`src/rtl/gpu_fb_pkg.sv`:
```
// gpu_fb_pkg: shared framebuffer geometry and write-queue state encoding
package gpu_fb_pkg;
    localparam int GPU_ADDR_W   = 18;
    localparam int GPU_DATA_W   = 16;
    localparam int GPU_FB_WORDS = 76800;
    typedef enum logic [1:0] {
        ST_IDLE       = 2'd0,
        ST_DRAIN      = 2'd1,
        ST_CLEAR_WAIT = 2'd2,
        ST_CLEAR      = 2'd3
    } fb_state_t;
endpackage

```
`src/rtl/fb_sync_fifo.sv`:
```
// fb_sync_fifo: single-clock FIFO with level, full and empty flags
module fb_sync_fifo #(
    parameter int DEPTH = 16,
    parameter int W     = 34
) (
    input  logic                   i_clk,
    input  logic                   i_rst_n,
    input  logic                   i_push,
    input  logic                   i_pop,
    input  logic [W-1:0]           i_data,
    output logic [W-1:0]           o_data,
    output logic                   o_full,
    output logic                   o_empty,
    output logic [$clog2(DEPTH):0] o_level
);
    localparam int AW = $clog2(DEPTH);
    logic [AW:0]  r_wr_ptr;
    logic [AW:0]  r_rd_ptr;
    logic [W-1:0] r_mem [DEPTH];
    logic         w_push;
    logic         w_pop;
    assign w_push  = i_push && !o_full;
    assign w_pop   = i_pop && !o_empty;
    assign o_data  = r_mem[r_rd_ptr[AW-1:0]];
    assign o_empty = r_wr_ptr == r_rd_ptr;
    assign o_full  = (r_wr_ptr[AW] != r_rd_ptr[AW]) && (r_wr_ptr[AW-1:0] == r_rd_ptr[AW-1:0]);
    assign o_level = r_wr_ptr - r_rd_ptr;
    // storage array, written at the tail
    always_ff @(posedge i_clk) begin
        if (w_push) r_mem[r_wr_ptr[AW-1:0]] <= i_data;
    end
    // head/tail pointers carry an extra wrap bit to tell full from empty
    always_ff @(posedge i_clk or negedge i_rst_n) begin
        if (!i_rst_n) begin
            r_wr_ptr <= '0;
            r_rd_ptr <= '0;
        end else begin
            if (w_push) r_wr_ptr <= r_wr_ptr + 1'b1;
            if (w_pop)  r_rd_ptr <= r_rd_ptr + 1'b1;
        end
    end
endmodule

```
`src/rtl/fb_write_queue.sv`:
```
// fb_write_queue: buffers pixel writes and framebuffer clears into video-off SRAM windows
module fb_write_queue #(
    parameter int DEPTH       = 16,
    parameter int ADDR_W      = gpu_fb_pkg::GPU_ADDR_W,
    parameter int DATA_W      = gpu_fb_pkg::GPU_DATA_W,
    parameter int AFULL_LEVEL = 12,
    parameter int FB_WORDS    = gpu_fb_pkg::GPU_FB_WORDS
) (
    input  logic                   I_CLK,
    input  logic                   I_RST_N,
    input  logic                   I_VIDEO_ON,
    input  logic                   I_PIX_VALID,
    input  logic [ADDR_W-1:0]      I_PIX_ADDR,
    input  logic [DATA_W-1:0]      I_PIX_DATA,
    output logic                   O_PIX_READY,
    input  logic                   I_CLEAR_REQ,
    input  logic [DATA_W-1:0]      I_CLEAR_COLOR,
    output logic                   O_CLEAR_BUSY,
    output logic [ADDR_W-1:0]      O_GPU_ADDR,
    output logic [DATA_W-1:0]      O_GPU_DATA,
    output logic                   O_GPU_WRITE,
    output logic                   O_GPU_READ,
    output logic                   O_STALL,
    output logic [$clog2(DEPTH):0] O_LEVEL
);
    import gpu_fb_pkg::*;
    localparam int LW = $clog2(DEPTH) + 1;
    fb_state_t                  r_state;
    fb_state_t                  w_next;
    logic                       r_init;
    logic [ADDR_W-1:0]          r_cnt;
    logic [DATA_W-1:0]          r_color;
    logic [ADDR_W+DATA_W-1:0]   w_rd;
    logic                       w_full;
    logic                       w_empty;
    logic                       w_push;
    logic                       w_pop;
    logic                       w_clr_wr;
    logic                       w_clr_last;
    logic                       w_clr_acc;
    fb_sync_fifo #(.DEPTH(DEPTH), .W(ADDR_W + DATA_W)) u_fifo (
        .i_clk   (I_CLK),
        .i_rst_n (I_RST_N),
        .i_push  (w_push),
        .i_pop   (w_pop),
        .i_data  ({I_PIX_ADDR, I_PIX_DATA}),
        .o_data  (w_rd),
        .o_full  (w_full),
        .o_empty (w_empty),
        .o_level (O_LEVEL)
    );
    assign O_PIX_READY  = r_init && !w_full && r_state != ST_CLEAR;
    assign O_CLEAR_BUSY = r_state == ST_CLEAR_WAIT || r_state == ST_CLEAR;
    assign O_STALL      = O_LEVEL >= LW'(AFULL_LEVEL) || O_CLEAR_BUSY;
    assign O_GPU_READ   = 1'b0;
    assign w_push       = I_PIX_VALID && O_PIX_READY;
    assign w_pop        = !I_VIDEO_ON && !w_empty && r_state != ST_CLEAR;
    assign w_clr_wr     = !I_VIDEO_ON && r_state == ST_CLEAR;
    assign w_clr_last   = w_clr_wr && r_cnt == ADDR_W'(FB_WORDS - 1);
    assign w_clr_acc    = I_CLEAR_REQ && !O_CLEAR_BUSY;
    // next state: a clear waits behind queued pixels, then owns the port until done
    always_comb begin
        w_next = r_state;
        case (r_state)
            ST_IDLE:       w_next = w_clr_acc ? (w_empty ? ST_CLEAR : ST_CLEAR_WAIT) : (w_empty ? ST_IDLE : ST_DRAIN);
            ST_DRAIN:      w_next = w_clr_acc ? ST_CLEAR_WAIT : (w_empty ? ST_IDLE : ST_DRAIN);
            ST_CLEAR_WAIT: w_next = w_empty ? ST_CLEAR : ST_CLEAR_WAIT;
            ST_CLEAR:      w_next = w_clr_last ? ST_IDLE : ST_CLEAR;
            default:       w_next = ST_IDLE;
        endcase
    end
    // state, ready-after-reset flag, clear colour and clear address counter
    always_ff @(posedge I_CLK or negedge I_RST_N) begin
        if (!I_RST_N) begin
            r_state <= ST_IDLE;
            r_init  <= 1'b0;
            r_cnt   <= '0;
            r_color <= '0;
        end else begin
            r_state <= w_next;
            r_init  <= 1'b1;
            if (w_clr_acc) r_color <= I_CLEAR_COLOR;
            if (w_clr_wr)  r_cnt <= w_clr_last ? '0 : r_cnt + 1'b1;
        end
    end
    // registered SRAM write port; address/data hold when idle
    always_ff @(posedge I_CLK or negedge I_RST_N) begin
        if (!I_RST_N) begin
            O_GPU_ADDR  <= '0;
            O_GPU_DATA  <= '0;
            O_GPU_WRITE <= 1'b0;
        end else begin
            O_GPU_WRITE <= w_pop || w_clr_wr;
            if (w_pop) begin
                O_GPU_ADDR <= w_rd[ADDR_W+DATA_W-1:DATA_W];
                O_GPU_DATA <= w_rd[DATA_W-1:0];
            end else if (w_clr_wr) begin
                O_GPU_ADDR <= r_cnt;
                O_GPU_DATA <= r_color;
            end
        end
    end
endmodule

```
`config.mk`:
```
export PLATFORM = sky130hd
export DESIGN_NAME = fb_write_queue
export DESIGN_NICKNAME = d
export VERILOG_FILES = /design/src/rtl/gpu_fb_pkg.sv /design/src/rtl/fb_sync_fifo.sv /design/src/rtl/fb_write_queue.sv
export SDC_FILE = /design/constraint.sdc
export NUM_CORES = 1
export LEC_CHECK = 0
export ABC_AREA = 1
export CORE_MARGIN = 2
export CORE_UTILIZATION = 50
export CTS_CLUSTER_SIZE = 25
export DETAILED_ROUTE_END_ITERATION = 8
export PLACE_DENSITY = 0.74
export SKIP_LAST_GASP = 1
export SLEW_MARGIN = 0
export SYNTH_ARGS = -nofsm -noshare
export SYNTH_HDL_FRONTEND = slang
export SYNTH_SLANG_ARGS = --single-unit
```
`constraint.sdc`:
```
create_clock -name I_CLK -period 4.8 [get_ports I_CLK]
set_input_delay 0.48 -clock I_CLK [delete_from_list [all_inputs] [get_ports I_CLK]]
set_output_delay 0.48 -clock I_CLK [all_outputs]
set_load 0.01 [all_outputs]
```
==> impl_metrics.csv <==
group,metric,value,unit
synth,syn_nets,2970,
die,die_w,241,um
drt,vias_per_cell,5.19,
clocking,cts_buffers,61,
clocking,htreeDepth,2,
synth,syn_area_per_cell,9.67,um^2
synth,syn_area,28100,um^2
worst_setup_path,critPathLaunchType,"register",
power_and_ir_drop,power_frac_clock,27.0,%
synth,yosys.area_share.xor_xnor,0.437,%
global_route,grt_pass1_vias,18700,
clocking,clk_latency,0.63,ns
die,start_util,50.8,%
timing,tightest_slew,1.33,ns
global_route,grt_first_pass_wirelength,105000,um
run_status,run_status,"complete, no violations",
drt,drc_errors,0,
placed_design,io_buffers,97,
placed_design,routabilityCongestion,0.891,
drt,drtPass1Iterations,6,
synth,yosys.area.top_type_share,58.2,%
cells_and_area,synthToLayoutAreaGrowth,12.7,%
timing,finalCritPeriodShare,75.4,%
worst_setup_path,cp_top_family,"buffers and inverters",
die,core,55300,um^2
clocking,clk_pin_slew,0.06,ns
clocking,cts_post_setup_buffers_inserted,0,
clocking,cts_buffer_depth,3,
clocking,clkSinkCount,626,
timing,skew,0.0178,ns
synth,yosys.cell_count.top_type,"nand2_1",
drt,vias,19500,
synth,yosys-top-cells-area,"edfxtp_1 58%, nand2_1 13%, inv_1 7.6%, dfrtp_1 7.3%, nand3_1 7.0%",
cells_and_area,final_nets,3028,
power_and_ir_drop,powerDensity,549,nW/um^2
synth,synth_top_family_by_area,"simple AND/OR/NAND/NOR gates",
die,dieArea,58100,um^2
timing,hold_ws,0.0410,ns
timing,drv_slew,0,
cells_and_area,drive_above_1_share,5.18,%
power_and_ir_drop,switching_share,37.4,%
global_route,grtUsageTotal,23.5,%
clocking,ctsResizeCount,0,
synth,synthAdderAreaFrac,0.561,%
synth,ys_top_cells_by_count,"990 x nand2_1, 566 x inv_1, 544 x edfxtp_1",
global_route,grt_max_degree,221,
die,ios,99,
worst_setup_path,crit_path_top_delay_cell,"fa_1",
global_route,antenna_found_initial,1,
synth,yosys_warnings,0,
worst_hold_path,hold_class,"in -> async",
timing,grt_setup_unrepaired,"false",
job,maxCapViolCount,0,
die,die_y,241,um
power_and_ir_drop,seqPwrFrac,37.7,%
timing,fmax,276,MHz
synth,synth_seq_cells,626,
synth,postSynthCellCount,2903,
power_and_ir_drop,power_frac_comb,35.4,%
synth,yosysTopAreaCell,"edfxtp_1",
drt,initialDrtViolationCount,2577,
timing,setup_tns,0,ns
cells_and_area,final_cells,3757,
power_and_ir_drop,report.power.total,17.4,mW
synth,synthSimpleGateAreaFrac,22.7,%
worst_setup_path,critPathRequiredTime,4.32,ns
worst_setup_path,worstPathArrival,3.14,ns
synth,synth_compound_area_share,0.686,%
global_route,grt.overflow.total,0,
power_and_ir_drop,p_int,10.9,mW
timing,finalHoldViolCount,0,
clocking,clockRootBuffer,"clkbuf_16",
worst_setup_path,cp_num_buf_inv,2,
synth,ys_seq_area_share,65.5,%
synth,ys.flop_type,"edfxtp_1",
synth,synth_edf_count,544,
clocking,holdBufCountCts,0,
synth,synth.distinct_cells,33,
placed_design,dpl.cell_count,3646,
worst_setup_path,cp-end-kind,"output port",
timing,finalSetupViolCount,0,
worst_setup_path,crit_fanout,69,
worst_setup_path,crit_chain,"buf_4 > fa_1 > o21ai_0 > xor2_1 > nand3_1 > clkdlybuf4s50_1",
placed_design,dp_hpwl,41100,um
timing,period_needed,3.62,ns
worst_setup_path,setup.worst_path.class,"reg -> out",
synth,async_flop_share,13.1,%
synth,synth_mux_area_share,0,%
die,row_count,86,
power_and_ir_drop,net-switching-power,6.50,mW
power_and_ir_drop,vdd_drop_max,0.448,mV
drt,ant_nets,0,
drt,drt_wl_total,67300,um
cells_and_area,diodes,0,
timing,maxSlewHeadroom,11.6,%
worst_setup_path,crit_path_max_incr_delay,0.56,ns
clocking,tritoncts,"yes",
drt,wl_per_cell,17.9,um
power_and_ir_drop,leakage,14.0,nW
==> state kept, by name, summed over array words and instances (netlist names) <==
name             cells
O_GPU_WRITE          1
u_fifo.r_wr_ptr      5
O_GPU_ADDR          18
r_init               1
r_cnt               18
u_fifo.r_rd_ptr      5
O_GPU_DATA          16
u_fifo.r_mem       544
r_state              2
r_color             16
==> cells by family after synthesis <==
logic type	count (synthesis)
AND/OR/NAND/NOR	1509
flip-flops	626
XOR/XNOR	14
adder cells (fa/ha/maj)	12
AO/OA/AOI/OAI	38
other	2
buffers and inverters	702
==> layout by cell type, fill, tap and decap left out, types with 2 or more instances in the layout <==
| cell type | count |
|---|---|
| clkbuf_1 | 7 |
| inv_1 | 565 |
| dfrtp_4 | 2 |
| inv_6 | 2 |
| nor2_4 | 18 |
| inv_2 | 3 |
| nor3_1 | 4 |
| nand2_4 | 2 |
| nand3b_1 | 34 |
| clkinvlp_4 | 6 |
| conb_1 | 2 |
| bufinv_16 | 5 |
| xor2_1 | 13 |
| nand2_1 | 990 |
| clkinv_2 | 12 |
| buf_4 | 25 |
| nand3_1 | 390 |
| edfxtp_1 | 544 |
| dfrtp_1 | 79 |
| nor2_2 | 2 |
| buf_12 | 4 |
| o21ai_0 | 14 |
| clkinv_1 | 16 |
| nand4_1 | 7 |
| ha_1 | 11 |
| nor2_1 | 55 |
| nand3_2 | 2 |
| nand2_2 | 3 |
| clkdlybuf4s50_1 | 96 |
| clkbuf_16 | 63 |
| a21oi_1 | 22 |
| clkinv_4 | 2 |
==> metrics by stage <==
stage          util [%]  setup WS, ns  cell area [um^2]
6_report           57.2          1.18             31700
5_1_grt            57.2          1.00             31700
4_1_cts            57.2          1.17             31700
3_5_place_dp       53.7          1.76             29700
3_3_place_gp       53.7          1.82             29700
2_1_floorplan         -          1.10             28100
==> final cells by class <==
type | count | area, um^2
inverters | 572 | 2160
clock inverters | 41 | 343
flip-flops and latches | 626 | 18400
well taps | 748 | 936
clock buffers | 70 | 1600
multi-input cells | 1575 | 6990
repair buffers | 125 | 1230
fillers | 4574 | 23700
==> power groups by stage <==
stage	Combinational (mW)	Sequential [mW]	Clock (mW)
2_1_floorplan	3.94	6.64	0
3_3_place_gp	5.95	6.64	0
3_5_place_dp	6.03	6.65	0
4_1_cts	6.09	6.54	4.73
5_1_grt	6.78	6.57	4.96
6_report	6.14	6.54	4.68
==> routing by layer <==
metal / up-vias / global-route usage, % / part of all wire, %
met5: - / 0 / 0.019
met4: 2 / 6.49 / 2.4
met3: 111 / 4.82 / 9.9
met2: 932 / 36.7 / 45
met1: 9204 / 33.7 / 42
li1: 9256 / - / -
==> worst register-to-register path, stage by stage (launching register included) <==
cell and delay [ns]:
dfrtp_1 0.41, inv_1 0.17, ha_1 0.28, nand2_1 0.12
nor2_4 0.05, nand2_1 0.08, nand3_1 0.19, inv_1 0.28
nand2_1 0.31, nor2_4 0.45, buf_4 0.38
==> worst paths after layout <==
check,start,end,slack (ns),cells past startpoint
worst max-delay path,u_fifo.r_rd_ptr[1],O_STALL,1.18,6
worst min-delay path,I_RST_N,O_GPU_WRITE,0.04,1
worst max register to register,u_fifo.r_wr_ptr[0],u_fifo.r_mem[13][30],1.74,10
worst min register to register,r_color[11],r_color[11],0.51,2
max in group asynchronous,I_RST_N,u_fifo.r_rd_ptr[0],3.99,1
min in group I_CLK,I_CLEAR_COLOR[15],r_color[15],0.43,3
(Power assumes the default switching activity.)
